$ cat src/rtl/pong_game_ctrl.sv
// Pong game controller: serve/play/miss/over sequencing, ball motion with
// wall, top/bottom and paddle bounces, scoring, lives and ball pixel overlay.
module pong_game_ctrl #(
    parameter int BALL_SIZE = 8,
    parameter int BALL_V    = 2,
    parameter int X_MAX     = 639,
    parameter int Y_MAX     = 479,
    parameter int X_WALL_R  = 39,
    parameter int X_PAD_L   = 600,
    parameter int X_PAD_R   = 603,
    parameter int PAD_H     = 72,
    parameter int LIVES     = 3,
    parameter int SERVE_FR  = 60
) (
    input  logic       clock,
    input  logic       rst,
    input  logic [9:0] x_pixel,
    input  logic [9:0] y_pixel,
    input  logic [9:0] y_pad_t,
    input  logic       start,
    output logic [9:0] ball_x,
    output logic [9:0] ball_y,
    output logic       ball_on,
    output logic [7:0] score,
    output logic [1:0] lives,
    output logic       game_over,
    output logic [2:0] state
);

    typedef enum logic [2:0] {
        S_IDLE  = 3'd0,
        S_SERVE = 3'd1,
        S_PLAY  = 3'd2,
        S_MISS  = 3'd3,
        S_OVER  = 3'd4
    } state_t;

    localparam logic [9:0] SZ_M1      = 10'(BALL_SIZE - 1);
    localparam logic [9:0] STEP       = 10'(BALL_V);
    localparam logic [9:0] X_CENTER   = 10'((X_MAX + 1 - BALL_SIZE) / 2);
    localparam logic [9:0] Y_CENTER   = 10'((Y_MAX + 1 - BALL_SIZE) / 2);
    localparam logic [9:0] Y_BOT_LIM  = 10'(Y_MAX - BALL_V);
    localparam logic [9:0] X_WALL_LIM = 10'(X_WALL_R + BALL_V);
    localparam logic [9:0] X_PAD_NEAR = 10'(X_PAD_L - BALL_V);
    localparam logic [9:0] X_PAD_FAR  = 10'(X_PAD_R);
    localparam logic [9:0] PAD_H_M1   = 10'(PAD_H - 1);
    localparam int         CNT_W      = $clog2(SERVE_FR + 1);
    localparam logic [CNT_W-1:0] CNT_LAST = CNT_W'(SERVE_FR - 1);
    localparam logic [1:0] LIVES_INIT = 2'(LIVES);

    state_t           state_q,     state_d;
    logic [9:0]       ball_x_q,    ball_x_d;
    logic [9:0]       ball_y_q,    ball_y_d;
    logic             dx_q,        dx_d;      // 1 = moving right
    logic             dy_q,        dy_d;      // 1 = moving down
    logic             serve_dy_q,  serve_dy_d;
    logic [CNT_W-1:0] cnt_q,       cnt_d;
    logic [7:0]       score_q,     score_d;
    logic [1:0]       lives_q,     lives_d;
    logic             game_over_q, game_over_d;

    logic       frame_tick_s;
    logic [9:0] right_edge_s;
    logic [9:0] bottom_edge_s;
    logic [9:0] pad_bot_s;
    logic       hit_top_s;
    logic       hit_bot_s;
    logic       hit_wall_s;
    logic       hit_pad_s;
    logic       miss_s;
    logic       dx_new_s;
    logic       dy_new_s;
    logic       visible_s;

    // All comparisons keep the constants on the add side so nothing underflows.
    assign frame_tick_s  = (y_pixel == 10'd481) && (x_pixel == 10'd0);
    assign right_edge_s  = ball_x_q + SZ_M1;
    assign bottom_edge_s = ball_y_q + SZ_M1;
    assign pad_bot_s     = y_pad_t + PAD_H_M1;
    assign hit_top_s     = (ball_y_q <= STEP);
    assign hit_bot_s     = (bottom_edge_s >= Y_BOT_LIM);
    assign hit_wall_s    = (ball_x_q <= X_WALL_LIM);
    assign hit_pad_s     = dx_q
                        && (right_edge_s >= X_PAD_NEAR)
                        && (right_edge_s <= X_PAD_FAR)
                        && (bottom_edge_s >= y_pad_t)
                        && (ball_y_q <= pad_bot_s);
    assign miss_s        = (right_edge_s > X_PAD_FAR) && !hit_pad_s;
    assign dx_new_s      = hit_pad_s ? 1'b0 : (hit_wall_s ? 1'b1 : dx_q);
    assign dy_new_s      = hit_top_s ? 1'b1 : (hit_bot_s ? 1'b0 : dy_q);

    assign visible_s = (state_q == S_SERVE) || (state_q == S_PLAY);
    assign ball_on   = visible_s
                    && (x_pixel >= ball_x_q) && (x_pixel <= right_edge_s)
                    && (y_pixel >= ball_y_q) && (y_pixel <= bottom_edge_s);

    assign ball_x    = ball_x_q;
    assign ball_y    = ball_y_q;
    assign score     = score_q;
    assign lives     = lives_q;
    assign game_over = game_over_q;
    assign state     = state_q;

    // Next-state and next-datapath computation for the game FSM.
    always_comb begin
        state_d     = state_q;
        ball_x_d    = ball_x_q;
        ball_y_d    = ball_y_q;
        dx_d        = dx_q;
        dy_d        = dy_q;
        serve_dy_d  = serve_dy_q;
        cnt_d       = cnt_q;
        score_d     = score_q;
        lives_d     = lives_q;
        game_over_d = game_over_q;
        case (state_q)
            S_IDLE, S_OVER: begin
                if (start) begin
                    state_d     = S_SERVE;
                    score_d     = 8'd0;
                    lives_d     = LIVES_INIT;
                    game_over_d = 1'b0;
                    cnt_d       = '0;
                    serve_dy_d  = 1'b1;
                    ball_x_d    = X_CENTER;
                    ball_y_d    = Y_CENTER;
                end else begin
                    state_d = state_q;
                end
            end
            S_SERVE: begin
                if (frame_tick_s) begin
                    if (cnt_q == CNT_LAST) begin
                        state_d    = S_PLAY;
                        cnt_d      = '0;
                        dx_d       = 1'b1;
                        dy_d       = serve_dy_q;
                        serve_dy_d = ~serve_dy_q;
                    end else begin
                        cnt_d = cnt_q + 1'b1;
                    end
                end else begin
                    cnt_d = cnt_q;
                end
            end
            S_PLAY: begin
                if (frame_tick_s) begin
                    if (miss_s) begin
                        state_d = S_MISS;
                    end else begin
                        dx_d     = dx_new_s;
                        dy_d     = dy_new_s;
                        ball_x_d = dx_new_s ? (ball_x_q + STEP) : (ball_x_q - STEP);
                        ball_y_d = dy_new_s ? (ball_y_q + STEP) : (ball_y_q - STEP);
                        if (hit_pad_s && (score_q != 8'hFF)) begin
                            score_d = score_q + 8'd1;
                        end else begin
                            score_d = score_q;
                        end
                    end
                end else begin
                    state_d = state_q;
                end
            end
            S_MISS: begin
                lives_d = lives_q - 2'd1;
                if (lives_q == 2'd1) begin
                    state_d     = S_OVER;
                    game_over_d = 1'b1;
                end else begin
                    state_d  = S_SERVE;
                    cnt_d    = '0;
                    ball_x_d = X_CENTER;
                    ball_y_d = Y_CENTER;
                end
            end
            default: begin
                state_d = S_IDLE;
            end
        endcase
    end

    // State and datapath registers with synchronous reset.
    always_ff @(posedge clock) begin
        if (rst) begin
            state_q     <= S_IDLE;
            ball_x_q    <= X_CENTER;
            ball_y_q    <= Y_CENTER;
            dx_q        <= 1'b1;
            dy_q        <= 1'b1;
            serve_dy_q  <= 1'b1;
            cnt_q       <= '0;
            score_q     <= 8'd0;
            lives_q     <= LIVES_INIT;
            game_over_q <= 1'b0;
        end else begin
            state_q     <= state_d;
            ball_x_q    <= ball_x_d;
            ball_y_q    <= ball_y_d;
            dx_q        <= dx_d;
            dy_q        <= dy_d;
            serve_dy_q  <= serve_dy_d;
            cnt_q       <= cnt_d;
            score_q     <= score_d;
            lives_q     <= lives_d;
            game_over_q <= game_over_d;
        end
    end

endmodule

$ cat config.mk
export PLATFORM = sky130hd
export DESIGN_NAME = pong_game_ctrl
export DESIGN_NICKNAME = d
export VERILOG_FILES = /design/src/rtl/pong_game_ctrl.sv
export SDC_FILE = /design/constraint.sdc
export NUM_CORES = 1
export LEC_CHECK = 0
export ABC_AREA = 1
export BUFFER_PORTS_ARGS = -buffer_cell sky130_fd_sc_hd__buf_2
export CAP_MARGIN = 10
export CORE_UTILIZATION = 55
export DETAILED_ROUTE_END_ITERATION = 8
export PLACE_DENSITY = 0.84
export SLEW_MARGIN = 0
export SYNTH_ARGS = -nofsm -noshare
export SYNTH_HDL_FRONTEND = slang
export SYNTH_SLANG_ARGS = --single-unit
$ cat constraint.sdc
create_clock -name clock -period 4.1 [get_ports clock]
set_input_delay 0.205 -clock clock [delete_from_list [all_inputs] [get_ports clock]]
set_output_delay 0.205 -clock clock [all_outputs]
set_load 0.02 [all_outputs]
==> flow_summary.rst <==
.. list-table::
   :header-rows: 1

   * - Metric
     - Value
   * - Result of the run
     - complete, no violations
   * - Non-Filler Cell Area, Final
     - 0.00517 sq mm
   * - Synthesized-area fraction occupied by ao, oa, aoi and oai cells
     - 15.0%
   * - Footprint of the multi-input gates
     - 0.00334 sq mm
   * - Fraction of synthesis flops using an asynchronous set or reset pin
     - 0%
   * - Register share of total power
     - 20.8%
   * - H-tree levels
     - 2
   * - Most used standard cell by instance count after synthesis
     - sky130_fd_sc_hd__nand2_1
   * - Hold bufs inserted after CTS
     - 0
   * - Layout Skew
     - 0.0120 ns
   * - Number of max-slew violations in the final report
     - 0
   * - DRC marker count from the first detailed-route iteration
     - 206
   * - Post-synth top area share
     - 19.2%
   * - CTS clock-pin slew for the worst setup and hold paths
     - 0.08 ns
   * - Netlist area before placement
     - 0.00455 sq mm
   * - Endpoints failing setup
     - 0
   * - Count of placed standard cells in the final layout, fillers left out
     - 855
   * - Worst Tran Pin Value
     - 0.844 ns
   * - Clk Latency, worst-skew pair
     - 0.29 ns
   * - Max Clk Rate
     - 264 MHz
   * - Post-Synth Adder-Cell Area
     - 19.7%
   * - Fraction of layout instances using a drive strength above 1
     - 19.5%
   * - TritonRoute pass-1 iters
     - 7
   * - Total instance count after detailed placement
     - 846
   * - Final estimated routing congestion in global placement
     - 0.904
   * - Power per cell area
     - 540 mW/mm^2
   * - CP Max Fanout
     - 9
   * - Combinational family with the most area after synthesis
     - simple AND/OR/NAND/NOR gates
   * - Start point of the worst min-delay path
     - rst
   * - Worst Reg2Reg Path Length in Cells
     - 23
   * - Internal power
     - 1.29 mW
   * - Path type of the worst setup path
     - flop to flop
   * - Standard cell area after detailed placement
     - 0.00503 sq mm
   * - Largest cells by area after synthesis
     - sky130_fd_sc_hd__ha_1 19%, sky130_fd_sc_hd__dfxtp_1 18%, sky130_fd_sc_hd__nand2_1 11%
   * - Signal arrival time at the worst endpoint
     - 4.01 ns
   * - Max capacitance violation total
     - 0
   * - Avg Synthesized Cell Area
     - 6.75 sq um
   * - Synth area leader
     - sky130_fd_sc_hd__ha_1
   * - DRC viols
     - 0
   * - Worst R2R Start
     - ball_y[5]
   * - Via total after detailed routing
     - 4798
   * - Fin crit share
     - 92.4%
   * - Share of total power in combinational logic
     - 69.3%
   * - Number of enable flip-flop cells after synthesis
     - 0
   * - Sum of net half-perimeters after detailed placement
     - 9710 microns
   * - Cells after synthesis
     - 674
   * - CTS sink count
     - 41
   * - Area inside the core boundary
     - 0.00785 sq mm
   * - Endpoint of the lowest-slack register-to-register path
     - ball_x[9]
   * - Flip-flop and latch count after synthesis
     - 41
   * - Post-Route WL
     - 12100 microns
   * - Final critical path time including I/O delays and setup
     - 3.79 ns
   * - Final routed wire length divided by cell count
     - 14.1 microns
   * - Worst Path Required
     - 4.33 ns
   * - Synthesis-to-layout area growth
     - 13.7%
   * - End point of the most critical hold path
     - state[1]
   * - Net switching fraction of the power
     - 54.0%
   * - Worst Hold Class
     - input port to flop
   * - DRT antenna net count
     - 0
   * - I/O Pins
     - 68
   * - Maximum count of clock buffers along a single path
     - 2
   * - CP startpoint kind
     - flop
   * - Worst Hold Depth
     - 2
   * - Worst reg-to-reg setup slack
     - 0.31 ns
   * - Port bufs
     - 65
   * - Die W
     - 93.0 microns
   * - Synth warn
     - 0
   * - Root Buffer
     - sky130_fd_sc_hd__clkbuf_8
   * - Sequential-to-total area share from yosys stat
     - 18.0%
   * - Number of buffers inserted during clock tree synthesis
     - 5
   * - Global route total overflow
     - 0
   * - Slew headroom
     - 43.0%
   * - Wire length of the first global-routing pass
     - 20200 microns
   * - Number of antenna violations at the first check in global routing
     - 0
   * - Post-synth top cells
     - 139 x sky130_fd_sc_hd__nand2_1, 81 x sky130_fd_sc_hd__inv_1, 70 x sky130_fd_sc_hd__ha_1
   * - Full die area
     - 0.00864 sq mm
   * - Total number of placement rows
     - 32
   * - Sequential cell area
     - 822 sq um
   * - Share of total power in the clock network
     - 9.9%
   * - Reported leakage power
     - 2.59 nW
   * - Worst IR Drop VDD
     - 0.349 mV
   * - Switching pwr
     - 1.51 mW
   * - Gr usage total
     - 28.6%
   * - Final hold violation count
     - 0
   * - Mux cell area share after synthesis
     - 0%
   * - Fill cells
     - 733
   * - Initial Utilization
     - 58.0%
   * - Clock tree from TritonCTS
     - yes
   * - Via count of the first global-routing pass
     - 4595
   * - Chip Height
     - 93.0 microns
   * - Kind of capture point of the worst setup path
     - flop
   * - Vias per Instance
     - 5.61
   * - Post-synthesis cell type count
     - 48
   * - Xor/xnor cell area share of the yosys netlist
     - 6.35%
   * - Final total negative setup slack
     - 0 ns
   * - Pin count of the biggest net entering global routing
     - 22
   * - Number of nets in the layout
     - 857
   * - Basic-gate share of the synthesized area counting and, or, nand and nor cells
     - 31.2%
   * - Antenna diode count
     - 0
   * - Dominant synthesized flop cell
     - sky130_fd_sc_hd__dfxtp_1
   * - Hold slack
     - 0.321 ns
## repair_timing
item | in CTS | in global routing
endpoints found under the hold margin | 0 | 0
gates resized for setup | 0 | 10
setup buffers | 0 | 2
setup endpoints to repair | 0 | 4
## power by group through the flow
stage,clock network (mW),registers (mW),logic [mW]
floorplan,0,0.640,1.37
global placement,0,0.584,1.79
detailed placement,0,0.588,1.87
CTS,0.279,0.579,1.88
global route,0.301,0.593,2.19
finish,0.276,0.583,1.94
## critical path, stage by stage (launching register included)
cell and delay, ns:
sky130_fd_sc_hd__dfxtp_1 0.50, sky130_fd_sc_hd__nand2_2 0.12, sky130_fd_sc_hd__nor3_2 0.19, sky130_fd_sc_hd__nand2_1 0.09, sky130_fd_sc_hd__xor2_1 0.17, sky130_fd_sc_hd__ha_1 0.31, sky130_fd_sc_hd__nand2_1 0.09, sky130_fd_sc_hd__nor2_2 0.15
sky130_fd_sc_hd__o211ai_1 0.11, sky130_fd_sc_hd__nand3_1 0.10, sky130_fd_sc_hd__nand2_1 0.09, sky130_fd_sc_hd__nor2_1 0.12, sky130_fd_sc_hd__nand3_2 0.12, sky130_fd_sc_hd__nand2_4 0.15, sky130_fd_sc_hd__ha_2 0.32, sky130_fd_sc_hd__a21oi_1 0.14
sky130_fd_sc_hd__nand2_1 0.11, sky130_fd_sc_hd__nand2_1 0.09, sky130_fd_sc_hd__o311ai_0 0.14, sky130_fd_sc_hd__xor2_1 0.22, sky130_fd_sc_hd__nand3_1 0.10, sky130_fd_sc_hd__nand2_1 0.10, sky130_fd_sc_hd__nand2_1 0.05, sky130_fd_sc_hd__a21oi_1 0.12
## state kept, by name (all words and copies together), names as in the netlist
signal and cells:
ball_y 9, ball_x 9, dy_q 1, dx_q 1
cnt_q 6, serve_dy_q 1, state 3, score 8
game_over 1, lives 2
## final cells by class
cell class                 count  share of cell area [%]
clock inverter                 1                   0.145
sequential                    41                    15.9
clock buffer                   6                    1.60
timing repair buffer          82                    8.75
tap                          102                    2.47
inverter                      90                    6.63
multi-input combinational    533                    64.5
## layout by cell type (no fill, tap or decap), types with 3 or more instances in the layout
cell / n
sky130_fd_sc_hd__a21o_1: 3
sky130_fd_sc_hd__a21oi_1: 64
sky130_fd_sc_hd__buf_2: 65
sky130_fd_sc_hd__buf_4: 17
sky130_fd_sc_hd__clkbuf_8: 6
sky130_fd_sc_hd__dfxtp_1: 40
sky130_fd_sc_hd__ha_1: 68
sky130_fd_sc_hd__inv_1: 81
sky130_fd_sc_hd__inv_2: 7
sky130_fd_sc_hd__nand2_1: 138
sky130_fd_sc_hd__nand2_2: 9
sky130_fd_sc_hd__nand2_4: 4
sky130_fd_sc_hd__nand3_1: 48
sky130_fd_sc_hd__nand3_2: 3
sky130_fd_sc_hd__nand3b_1: 5
sky130_fd_sc_hd__nand4_1: 10
sky130_fd_sc_hd__nor2_1: 57
sky130_fd_sc_hd__nor2_2: 9
sky130_fd_sc_hd__nor2_4: 3
sky130_fd_sc_hd__nor3_1: 6
sky130_fd_sc_hd__nor3_2: 3
sky130_fd_sc_hd__nor3b_1: 3
sky130_fd_sc_hd__o211ai_2: 4
sky130_fd_sc_hd__o21a_1: 3
sky130_fd_sc_hd__o21ai_0: 24
sky130_fd_sc_hd__o21ai_1: 6
sky130_fd_sc_hd__or2_2: 3
sky130_fd_sc_hd__xnor2_1: 3
sky130_fd_sc_hd__xor2_1: 28
## worst max path at each step
stage | slack, ns | startpoint | endpoint
floorplan | 0.22 | ball_y[1] | ball_x[9]
finish | 0.31 | ball_y[5] | ball_x[9]
detailed placement | 0.005 | y_pad_t[0] | ball_x[9]
CTS | 0.13 | ball_y[5] | ball_x[9]
global placement | 0.19 | y_pad_t[0] | ball_x[9]
global route | -0.0003 | ball_y[5] | ball_x[9]
## kinds of logic (layout without fill, tap and decap cells)
| logic type | after synthesis | count (layout) |
|---|---|---|
| XOR/XNOR | 33 | 33 |
| buffers and inverters | 101 | 179 |
| flip-flops | 41 | 41 |
| AO/OA/AOI/OAI | 119 | 119 |
| AND/OR/NAND/NOR | 308 | 308 |
| adder cells (fa/ha/maj) | 71 | 71 |
| other | 1 | 2 |
## through the flow
step                      utilization, %  setup WS [ns]  total power, mW
after floorplan                        -          0.221             2.01
after global placement              64.1          0.191             2.38
after detailed placement            64.1        0.00480             2.46
after CTS                           65.2          0.127             2.74
after global routing                65.9      -0.000312             3.09
final                               65.9          0.312             2.79
## layer usage
| layer | part of all wire [%] | wire, microns | GRT usage [%] | vias to the layer above |
|---|---|---|---|---|
| li1 | - | - | - | 2389 |
| met1 | 42 | 5110 | 34.2 | 2222 |
| met2 | 49 | 5950 | 52.9 | 154 |
| met3 | 5.9 | 712 | 3.12 | 33 |
| met4 | 2.5 | 305 | 8.97 | 0 |
| met5 | 0 | 0 | 0 | - |
No activity file was read; power rests on OpenSTA's default activity.
